$ cat config.mk
export PLATFORM = sky130hd
export DESIGN_NAME = shift_add_multiplier
export DESIGN_NICKNAME = d
export VERILOG_FILES = /design/src/rtl/shift_add_multiplier_pkg.sv /design/src/rtl/RippleCarryAdder.sv /design/src/rtl/shift_add_multiplier.sv
export SDC_FILE = /design/constraint.sdc
export NUM_CORES = 1
export LEC_CHECK = 0
export ABC_AREA = 1
export CELL_PAD_IN_SITES_DETAIL_PLACEMENT = 0
export CELL_PAD_IN_SITES_GLOBAL_PLACEMENT = 2
export CORE_MARGIN = 3
export CORE_UTILIZATION = 33
export DETAILED_ROUTE_END_ITERATION = 10
export PLACE_DENSITY_LB_ADDON = 0.15
export SYNTH_ARGS = -nofsm -noshare
export SYNTH_HDL_FRONTEND = slang
export SYNTH_SLANG_ARGS = --single-unit
$ cat constraint.sdc
create_clock -name clk -period 9.8 [get_ports clk]
set_input_delay 2.94 -clock clk [delete_from_list [all_inputs] [get_ports clk]]
set_output_delay 2.94 -clock clk [all_outputs]
set_load 0.02 [all_outputs]
$ cat src/rtl/shift_add_multiplier_pkg.sv
// Shared definitions for the iterative multiplier: FSM state encoding and
// counter sizing. The same encoding is intended for a future iterative divider.
package shift_add_multiplier_pkg;

    // The fourth code is unused and recovers to S_IDLE.
    typedef enum logic [1:0] {
        S_IDLE = 2'd0,
        S_RUN  = 2'd1,
        S_DONE = 2'd2
    } mul_state_e;

    localparam int MIN_WIDTH = 2;

    // Bits needed to count 0..width-1.
    function automatic int cnt_width(input int width);
        return (width <= MIN_WIDTH) ? 1 : $clog2(width);
    endfunction

endpackage

$ cat src/rtl/RippleCarryAdder.sv
// N-bit ripple-carry adder: a + b -> N+1-bit sum, with the carry-out kept in the MSB.
module RippleCarryAdder #(
    parameter int N = 8
) (
    input  logic [N-1:0] a,
    input  logic [N-1:0] b,
    output logic [N:0]   sum
);

    logic [N:0] carry;

    always_comb begin
        carry = '0;
        sum   = '0;
        for (int i = 0; i < N; i++) begin
            sum[i]       = a[i] ^ b[i] ^ carry[i];
            carry[i + 1] = (a[i] & b[i]) | (carry[i] & (a[i] ^ b[i]));
        end
        sum[N] = carry[N];
    end

endmodule

$ cat src/rtl/shift_add_multiplier.sv
// Iterative WIDTH x WIDTH unsigned shift-add multiplier with a start/busy/done
// handshake; one partial product is accumulated per RUN cycle.
module shift_add_multiplier
    import shift_add_multiplier_pkg::*;
#(
    parameter int WIDTH = 8
) (
    input  logic                 clk,
    input  logic                 rst_n,
    input  logic                 start,
    input  logic [WIDTH-1:0]     a,
    input  logic [WIDTH-1:0]     b,
    output logic                 busy,
    output logic                 done,
    output logic [2*WIDTH-1:0]   product
);

    localparam int               CNT_W    = cnt_width(WIDTH);
    localparam logic [CNT_W-1:0] CNT_LAST = CNT_W'(WIDTH - 1);

    mul_state_e           state_q;
    mul_state_e           state_d;
    logic [WIDTH-1:0]     mcand_q;
    logic [2*WIDTH-1:0]   acc_q;
    logic [CNT_W-1:0]     count_q;
    logic [2*WIDTH-1:0]   product_q;
    logic                 done_q;

    logic [WIDTH-1:0]     acc_hi;
    logic [WIDTH-1:0]     addend;
    logic [WIDTH:0]       sum;

    // Upper half of acc holds the running partial sum, lower half the
    // multiplier bits still to be consumed (LSB first).
    assign acc_hi = acc_q[2*WIDTH-1:WIDTH];
    assign addend = acc_q[0] ? mcand_q : '0;

    RippleCarryAdder #(
        .N(WIDTH)
    ) u_adder (
        .a  (acc_hi),
        .b  (addend),
        .sum(sum)
    );

    always_comb begin
        state_d = state_q;
        case (state_q)
            S_IDLE:  if (start) state_d = S_RUN;
            S_RUN:   if (count_q == CNT_LAST) state_d = S_DONE;
            S_DONE:  state_d = S_IDLE;
            default: state_d = S_IDLE;
        endcase
    end

    always_ff @(posedge clk or negedge rst_n) begin
        if (!rst_n) begin
            state_q <= S_IDLE;
        end else begin
            state_q <= state_d;
        end
    end

    // Carry re-enters at the MSB as the whole accumulator shifts right.
    always_ff @(posedge clk or negedge rst_n) begin
        if (!rst_n) begin
            mcand_q   <= '0;
            acc_q     <= '0;
            count_q   <= '0;
            product_q <= '0;
            done_q    <= 1'b0;
        end else begin
            done_q <= (state_q == S_DONE);
            case (state_q)
                S_IDLE: begin
                    if (start) begin
                        mcand_q <= a;
                        acc_q   <= {{WIDTH{1'b0}}, b};
                        count_q <= '0;
                    end
                end
                S_RUN: begin
                    acc_q   <= {sum, acc_q[WIDTH-1:1]};
                    count_q <= count_q + 1'b1;
                end
                S_DONE: begin
                    product_q <= acc_q;
                end
                default: ;
            endcase
        end
    end

    assign busy    = (state_q != S_IDLE);
    assign done    = done_q;
    assign product = product_q;

endmodule

Word-level counts from Yosys, hierarchy flattened
Index checks and enable logic that the tools add are counted.
Operators by class
  $add $sub $neg: 1
  $mul: 0
  div/mod/pow operators: 0
  order comparisons: 0
  equality and inequality tests: 5
  shift operators: 0
  mux-type cells: 8
  bitwise gates (word level): 37
  reduce and logical (&&, ||, !) cells: 6
Operators with widths (count)
  16-bit case mux with 2 select lines: 1
  16-bit 2-to-1 mux: 1
  1-bit AND: 15
  1-bit bitwise XOR: 15
  8-bit 2-to-1 mux: 1
  1-bit bitwise OR: 7
  3-bit case mux with 2 select lines: 1
  2-bit AND reduction: 3
  2-bit 2-to-1 mux: 2
  2-bit != test, second input constant: 2
  2-bit case mux with 2 select lines: 1
  2-bit nonzero test: 2
  3-bit by 1-bit adder with 3-bit output, second input constant: 1
  3-bit == test, second input constant: 1
  3-bit 2-to-1 mux: 1
  2-bit by 1-bit == test with 1-bit output, second input constant: 1
  2-bit == test, second input constant: 1
  2-bit zero test: 1
Storage, ports and cells
  register bits after elaboration: 46
  latch bits: 0
  memory bits (writable): 0
  ROM bits: 0
  input port bits: 19
  output and inout bits: 18
  word-level logic and storage cells: 63
  memories: 0

Logic depth before layout (Yosys ltp)
Gate-level depths: netlist of run 1.
  depth after elaboration: 17
  mapped depth: 15
  mapped depth without buffers: 14

Hierarchy
From an unflattened synthesis of run 1, not the netlist that was laid out.
Second synthesis, totals
  cell total of the unflattened synthesis: 258
  area total of the unflattened synthesis: 2145.8 um^2
By module, submodules not included
  shift_add_multiplier: instances 1, cells an instance 240, area an instance 1955.6 um^2, sequential area each 1151.1 um^2
  RippleCarryAdder: instances 1, cells an instance 18, area an instance 190.2 um^2, sequential area each 0.0 um^2

Worst setup path after synthesis of run 1
Ideal clock, no wire load.
  kind: reg-to-output
  start point: register state_q[0]
  end point: output busy
  arrival time: 0.892 ns
  required time: 6.860 ns
  setup slack: 5.968 ns
  cell stages (with the launch flop): 4
  path buffers: 1
  path through: dfrtp_1 -> buf_6 -> nor2_2 -> inv_1
Between the ends
  cells in the longest elaborated chain, start to end: 1
Ends and longest elaborated chain
  start, declared: RTL line shift_add_multiplier.sv:21  | mul_state_e state_q;
  start signal, assigned: RTL line shift_add_multiplier.sv:60  | state_q <= state_d;
  2-bit nonzero test: RTL line shift_add_multiplier.sv:94  | assign busy = (state_q != S_IDLE);
  end, declared: RTL line shift_add_multiplier.sv:13  | output logic busy,
No other way between the ends.

Worst setup path in the final report of run 1
Same ends and word-level chain as after synthesis.

==> results of run 1 <==
-- routing by layer --
layer | track usage | share of wire | wire [µm] | vias up
met1 | 0.176 | 0.46 | 2000 | 706
met3 | 0.0317 | 0.047 | 203 | 5
li1 | - | - | - | 813
met5 | 0 | 0 | 0 | -
met4 | 0.0345 | 0.013 | 55 | 0
met2 | 0.228 | 0.48 | 2070 | 35
-- power breakdown --
group,switching (W),internal [W]
logic,0.000169,0.000133
clock network,0.0000635,0.0000570
registers,0.0000644,0.000271
total,0.000297,0.000462
-- how the worst min path moves through the flow --
stage | start | to | cells past startpoint
6_report | mcand_q[5] | mcand_q[5] | 2
5_1_grt | product[4] | product[4] | 2
4_1_cts | mcand_q[4] | mcand_q[4] | 2
3_5_place_dp | mcand_q[5] | mcand_q[5] | 2
3_3_place_gp | mcand_q[3] | mcand_q[3] | 2
2_1_floorplan | mcand_q[2] | mcand_q[2] | 2
-- flip-flops by register name, summed over array words and instances (netlist names) --
signal,count
product,16
acc_q,16
count_q,3
state_q,2
mcand_q,8
done,1
-- placed cells by master (no fill, tap or decap) --
cell / n
dfrtp_1: 46
clkbuf_8: 6
nor2_2: 1
buf_2: 1
o21ai_0: 9
inv_1: 13
o21ai_1: 1
or2_4: 1
buf_4: 1
nand2_1: 124
nand3_1: 22
nor2_1: 1
clkbuf_1: 1
clkdlybuf4s50_1: 35
ha_1: 3
clkinv_2: 1
nand2_2: 1
fa_1: 7
inv_2: 3
-- metrics by stage --
| stage | instances | power, W | util | instance area (µm²) | hold WS (ps) |
|---|---|---|---|---|---|
| after floorplan | 243 | 0.000533 | - | 2110 | 442 |
| final | 352 | 0.000759 | 0.427 | 2590 | 476 |
| after CTS | 352 | 0.000776 | 0.427 | 2590 | 480 |
| after global routing | 352 | 0.000839 | 0.427 | 2590 | 510 |
| after detailed placement | 344 | 0.000650 | 0.412 | 2500 | 459 |
| after global placement | 344 | 0.000649 | 0.412 | 2500 | 454 |
-- logic make-up (layout without fill, tap and decap cells) --
group	Yosys count	count (layout)	share of synthesized area
compound gates	10	10	0.0237
fa+ha+maj	10	10	0.0840
buf+inv	27	61	0.0639
flops	46	46	0.544
simple gates	150	150	0.284
-- area by class of cell --
class,count,area [µm²]
Fill cell,617,3470
Sequential cell,46,1150
Multi-Input combinational cell,170,828
Timing Repair Buffer,37,363
Tap cell,75,93.8
Clock buffer,7,86.3
Inverter,16,60.1
Clock inverter,1,5.00
-- worst max-delay path, delay by kind of cell (launching register included) --
kind	cells	cell delay, ps
and+or+nand+nor	1	420
buffers and inverters	2	630
DFF	1	610
==> summary.txt, run 1 <==
postcts setup bufs: 0
Hold Violations, Final: 0
#FFs+latches synth: 46
Final Skew: 4.80 ps
type of origin of the critical path: flop
Sum Neg Setup Slack: 0 ps
H-Tree Depth: 2
pin count of the biggest net entering global routing: 47
post-synth cell types: 17
grt ovf: 0
Critical Path RT: 6860 ps
final setup fails: 0
Worst Hold Class: reg -> reg
Worst Tran Pin Value: 1040 ps
Slew Limit Fails: 0
yosys warns: 0
post-CTS sizing: 0
Die Height: 86.0 µm
Synth area leader: dfrtp_1
Routed WL: 4330 µm
Mapped Cells: 243
CP startpoint: state_q[0]
post-synthesis instance area: 0.00211 mm²
final estimated routing congestion in global placement: 0.764
Worst IR Drop VDD: 0.000104 V
share of cells above drive strength 1: 0.0542
Post-DRT Antenna Nets: 0
asr flop ratio synth: 1.00
CTS Buffer Depth: 2
Crit-path slowest cell: dfrtp_1
number of global-route vias before repair: 1,623
count of max-cap constraint violations: 0
Initial DRT Pass Iterations: 4
critical path, cell by cell: nor2_2 > inv_1 > clkdlybuf4s50_1
die area: 0.00740 mm²
I/O pin count: 37
sequential area share after synthesis: 0.544
antenna violations before repair: 0
post-synth top area share: 0.544
crit path to: busy
EDFF count, synth: 0
crit-path max cell delay: 610 ps
Leak: 1.33 nW
RSZ-0062 raised after global routing: no
antenna fix cells: 0
DRC viols: 0
Crit Reg-Reg Endpoint: acc_q[14]
post-place setup slack: 5210 ps
drt wl/cell: 12.3 µm
final worst path period share: 0.499
routed vias/inst: 4.43
Die Width: 86.0 µm
Reg clk slew, reported paths: 80 ps
Via Count: 1,559
Core ar.: 0.00606 mm²
Tmin final: 4890 ps
status: complete, no violations
setup ws final: 4910 ps
Arrival @ worst endpoint: 1950 ps
syn_nets: 272
crit end category: output port
first-pass GRT wire length: 7900 µm
Slew headroom: 0.308
# clock sinks: 46
crit path kind: reg -> out
Core Rows: 28
IO Port Bufs: 36
Overall Global Routing Usage: 0.136
Synth-to-Final Area Change: 22.4%
clock root cell: clkbuf_8
Initial Utilization: 0.349
internal reg-to-reg setup slack: 6280 ps
Iteration-0 DRC Markers: 81
top_reg_cell synth: dfrtp_1
DP HPWL: 2980 µm
CTS tree: yes
NumNets Final: 305
Avg Cell Area, Syn: 8.70 µm²
clk_lat worst skew: 300 ps
top-count cell post-synth: nand2_1
Power Dens Cells: 293 mW/mm²
maximum clock rate: 0.205 GHz
Synth area leaders: dfrtp_1, nand2_1, fa_1
Crit Path Max Fanout: 18
Reg2Reg Depth: 14
hold_buf cts: 0
TritonCTS Buffers: 5
Commonest cells post-synth: nand2_1, dfrtp_1, nand3_1
reg2reg start: acc_q[0]
Power figures use the tool's default switching activity.
==> run 2, diff against run 1 <==
--- a/config.mk
+++ b/config.mk
@@ -9,7 +9,7 @@
 export CELL_PAD_IN_SITES_DETAIL_PLACEMENT = 0
 export CELL_PAD_IN_SITES_GLOBAL_PLACEMENT = 2
 export CORE_MARGIN = 3
-export CORE_UTILIZATION = 33
+export CORE_UTILIZATION = 28
 export DETAILED_ROUTE_END_ITERATION = 10
 export PLACE_DENSITY_LB_ADDON = 0.15
 export SYNTH_ARGS = -nofsm -noshare
==> constraint.sdc (replaced) <==
create_clock -name clk -period 4.4 [get_ports clk]
set_input_delay 1.32 -clock clk [delete_from_list [all_inputs] [get_ports clk]]
set_output_delay 1.32 -clock clk [all_outputs]
set_load 0.02 [all_outputs]
==> summary.txt, run 2 (synthesis gave the netlist of run 1 again) <==
status: complete, no violations
Layout fillers: 838 (+36%)
drt wl/cell: 12.6 µm (+2.1%)
Via Count: 1,573 (+0.90%)
pin count of the biggest net entering global routing: 47 (unchanged)
Reg2Reg Depth: 14 (unchanged)
Worst Tran Pin Value: 1060 ps (+22.4 ps)
NumNets Final: 307 (+0.66%)
share of cells above drive strength 1: 0.0609 (+0.00678)
placed cell areas: 0.00254 mm² (+1.8%)
post-CTS sizing: 0 (unchanged)
Slew Limit Fails: 0 (unchanged)
# clock sinks: 46 (unchanged)
Critical Path RT: 4610 ps (-2250 ps)
H-Tree Depth: 2 (unchanged)
IO Port Bufs: 36 (unchanged)
RSZ-0062 raised after global routing: no
Multi-input gate area: 828 µm² (unchanged)
crit end category: flop
Arrival @ worst endpoint: 3660 ps (+1710 ps)
die area: 0.00863 mm² (+17%)
Slew headroom: 0.293 (-0.0149)
Core ar.: 0.00729 mm² (+20%)
Routed WL: 4750 µm (+9.7%)
antenna fix cells: 0 (unchanged)
sequential standard cell area: 0.00115 mm² (unchanged)
DRC viols: 0 (unchanged)
Hold Violations, Final: 0 (unchanged)
Reg clk slew, reported paths: 80 ps (about the same)
maximum clock rate: 0.290 GHz
met3 usage: 0.0276 (-0.00408)
Core Rows: 31 (+11%)
Iteration-0 DRC Markers: 70 (-14%)
final worst path period share: 0.782
Die Width: 92.9 µm (+8.0%)
Final Skew: 6.10 ps (+1.30 ps)
Crit Path Max Fanout: 10 (-8)
antenna violations before repair: 0 (unchanged)
GR peak layer: met2
count of max-cap constraint violations: 0 (unchanged)
TritonCTS Buffers: 5 (unchanged)
Worst IR Drop VDD: 0.000139 V (+34%)
Power Dens Cells: 652 mW/mm² (+120%)
DP HPWL: 3200 µm (+7.4%)
Worst Hold Class: reg -> reg
met2 usage: 0.197 (-0.0317)
I/O pin count: 37 (unchanged)
met1 GRT Util: 0.163 (-0.0131)
commonest non-fill, non-tap cells in the layout: nand2_1, dfrtp_1, clkdlybuf4s50_1
CTS Buffer Depth: 2 (unchanged)
Tmin final: 3440 ps
routed vias/inst: 4.16 (-6.0%)
hold_buf cts: 0 (unchanged)
Leak: 1.34 nW (+0.72%)
Final Cell Area: 0.00263 mm² (+1.7%)
crit path kind: reg -> reg
Sum Neg Setup Slack: 0 ps (unchanged)
final setup fails: 0 (unchanged)
CTS tree: yes
commonest non-fill, non-tap cell in the layout: nand2_1
WHS Path Cells: 2 (unchanged)
Die Height: 92.9 µm (+8.0%)
clk_lat worst skew: 300 ps (about the same)
Initial DRT Pass Iterations: 4 (unchanged)
clock root cell: clkbuf_8
type of origin of the critical path: flop
first-pass GRT wire length: 8080 µm (+2.3%)
Synth-to-Final Area Change: 24.5%
final estimated routing congestion in global placement: 0.696 (-8.9%)
Post-DRT Antenna Nets: 0 (unchanged)
Overall Global Routing Usage: 0.121 (-0.0149)
grt ovf: 0 (unchanged)
Initial Utilization: 0.290 (-0.0589)
number of global-route vias before repair: 1,585 (-2.3%)
postcts setup bufs: 0 (unchanged)
-- run 2: changes by cell type in the layout (fill, tap and decap cells not counted), sizes merged --
| cell | change |
|---|---|
| buf | +2 |
-- run 2: cell type report --
type | instances | area share
Clock buffer | 7 | 0.0328
Clock inverter | 1 | 0.00190
Inverter | 16 | 0.0228
Multi-Input combinational cell | 170 | 0.315
Sequential cell | 46 | 0.437
Tap cell | 99 | 0.0471
Timing Repair Buffer | 39 | 0.144
-- run 2: path summary, 6_finish.rpt --
kind	startpoint	to	slack, ps
setup / recovery	acc_q[0]	acc_q[14]	960
hold / removal	mcand_q[4]	mcand_q[4]	480
setup reg to reg	acc_q[0]	acc_q[14]	960
hold reg to reg	mcand_q[4]	mcand_q[4]	480
max in group asynchronous	rst_n	product[1]	2550
min in group asynchronous	rst_n	product[3]	1210
-- run 2: critical path, cell delays in order (launching register included) --
cell,delay (ps)
dfrtp_1,490
nand2_1,100
inv_1,40
ha_1,180
fa_1,380
fa_1,380
fa_1,360
inv_1,70
fa_1,180
fa_1,170
inv_1,50
fa_1,350
inv_1,70
fa_1,390
o21ai_0,160
-- run 2: through the flow --
step / hold slack, ps / setup WS, ps / util / power, W / cells
final: 479 / 958 / 0.361 / 0.00172 / 378
after global routing: 503 / 722 / 0.361 / 0.00189 / 378
after CTS: 483 / 908 / 0.361 / 0.00176 / 378
after detailed placement: 460 / 938 / 0.348 / 0.00148 / 370
after global placement: 455 / 963 / 0.348 / 0.00147 / 370
after floorplan: 442 / 1040 / - / 0.00119 / 243
-- run 2: report_power, final --
part,total (W),switching [W],internal (W)
clock network,0.000271,0.000144,0.000127
registers,0.000723,0.000118,0.000605
logic,0.000722,0.000413,0.000309
total,0.00172,0.000675,0.00104
-- run 2: layer usage --
| metal | part of all wire | routed length [µm] |
|---|---|---|
| met1 | 0.49 | 2330 |
| met2 | 0.46 | 2190 |
| met3 | 0.040 | 189 |
| met4 | 0.0097 | 46 |
| met5 | 0 | 0 |
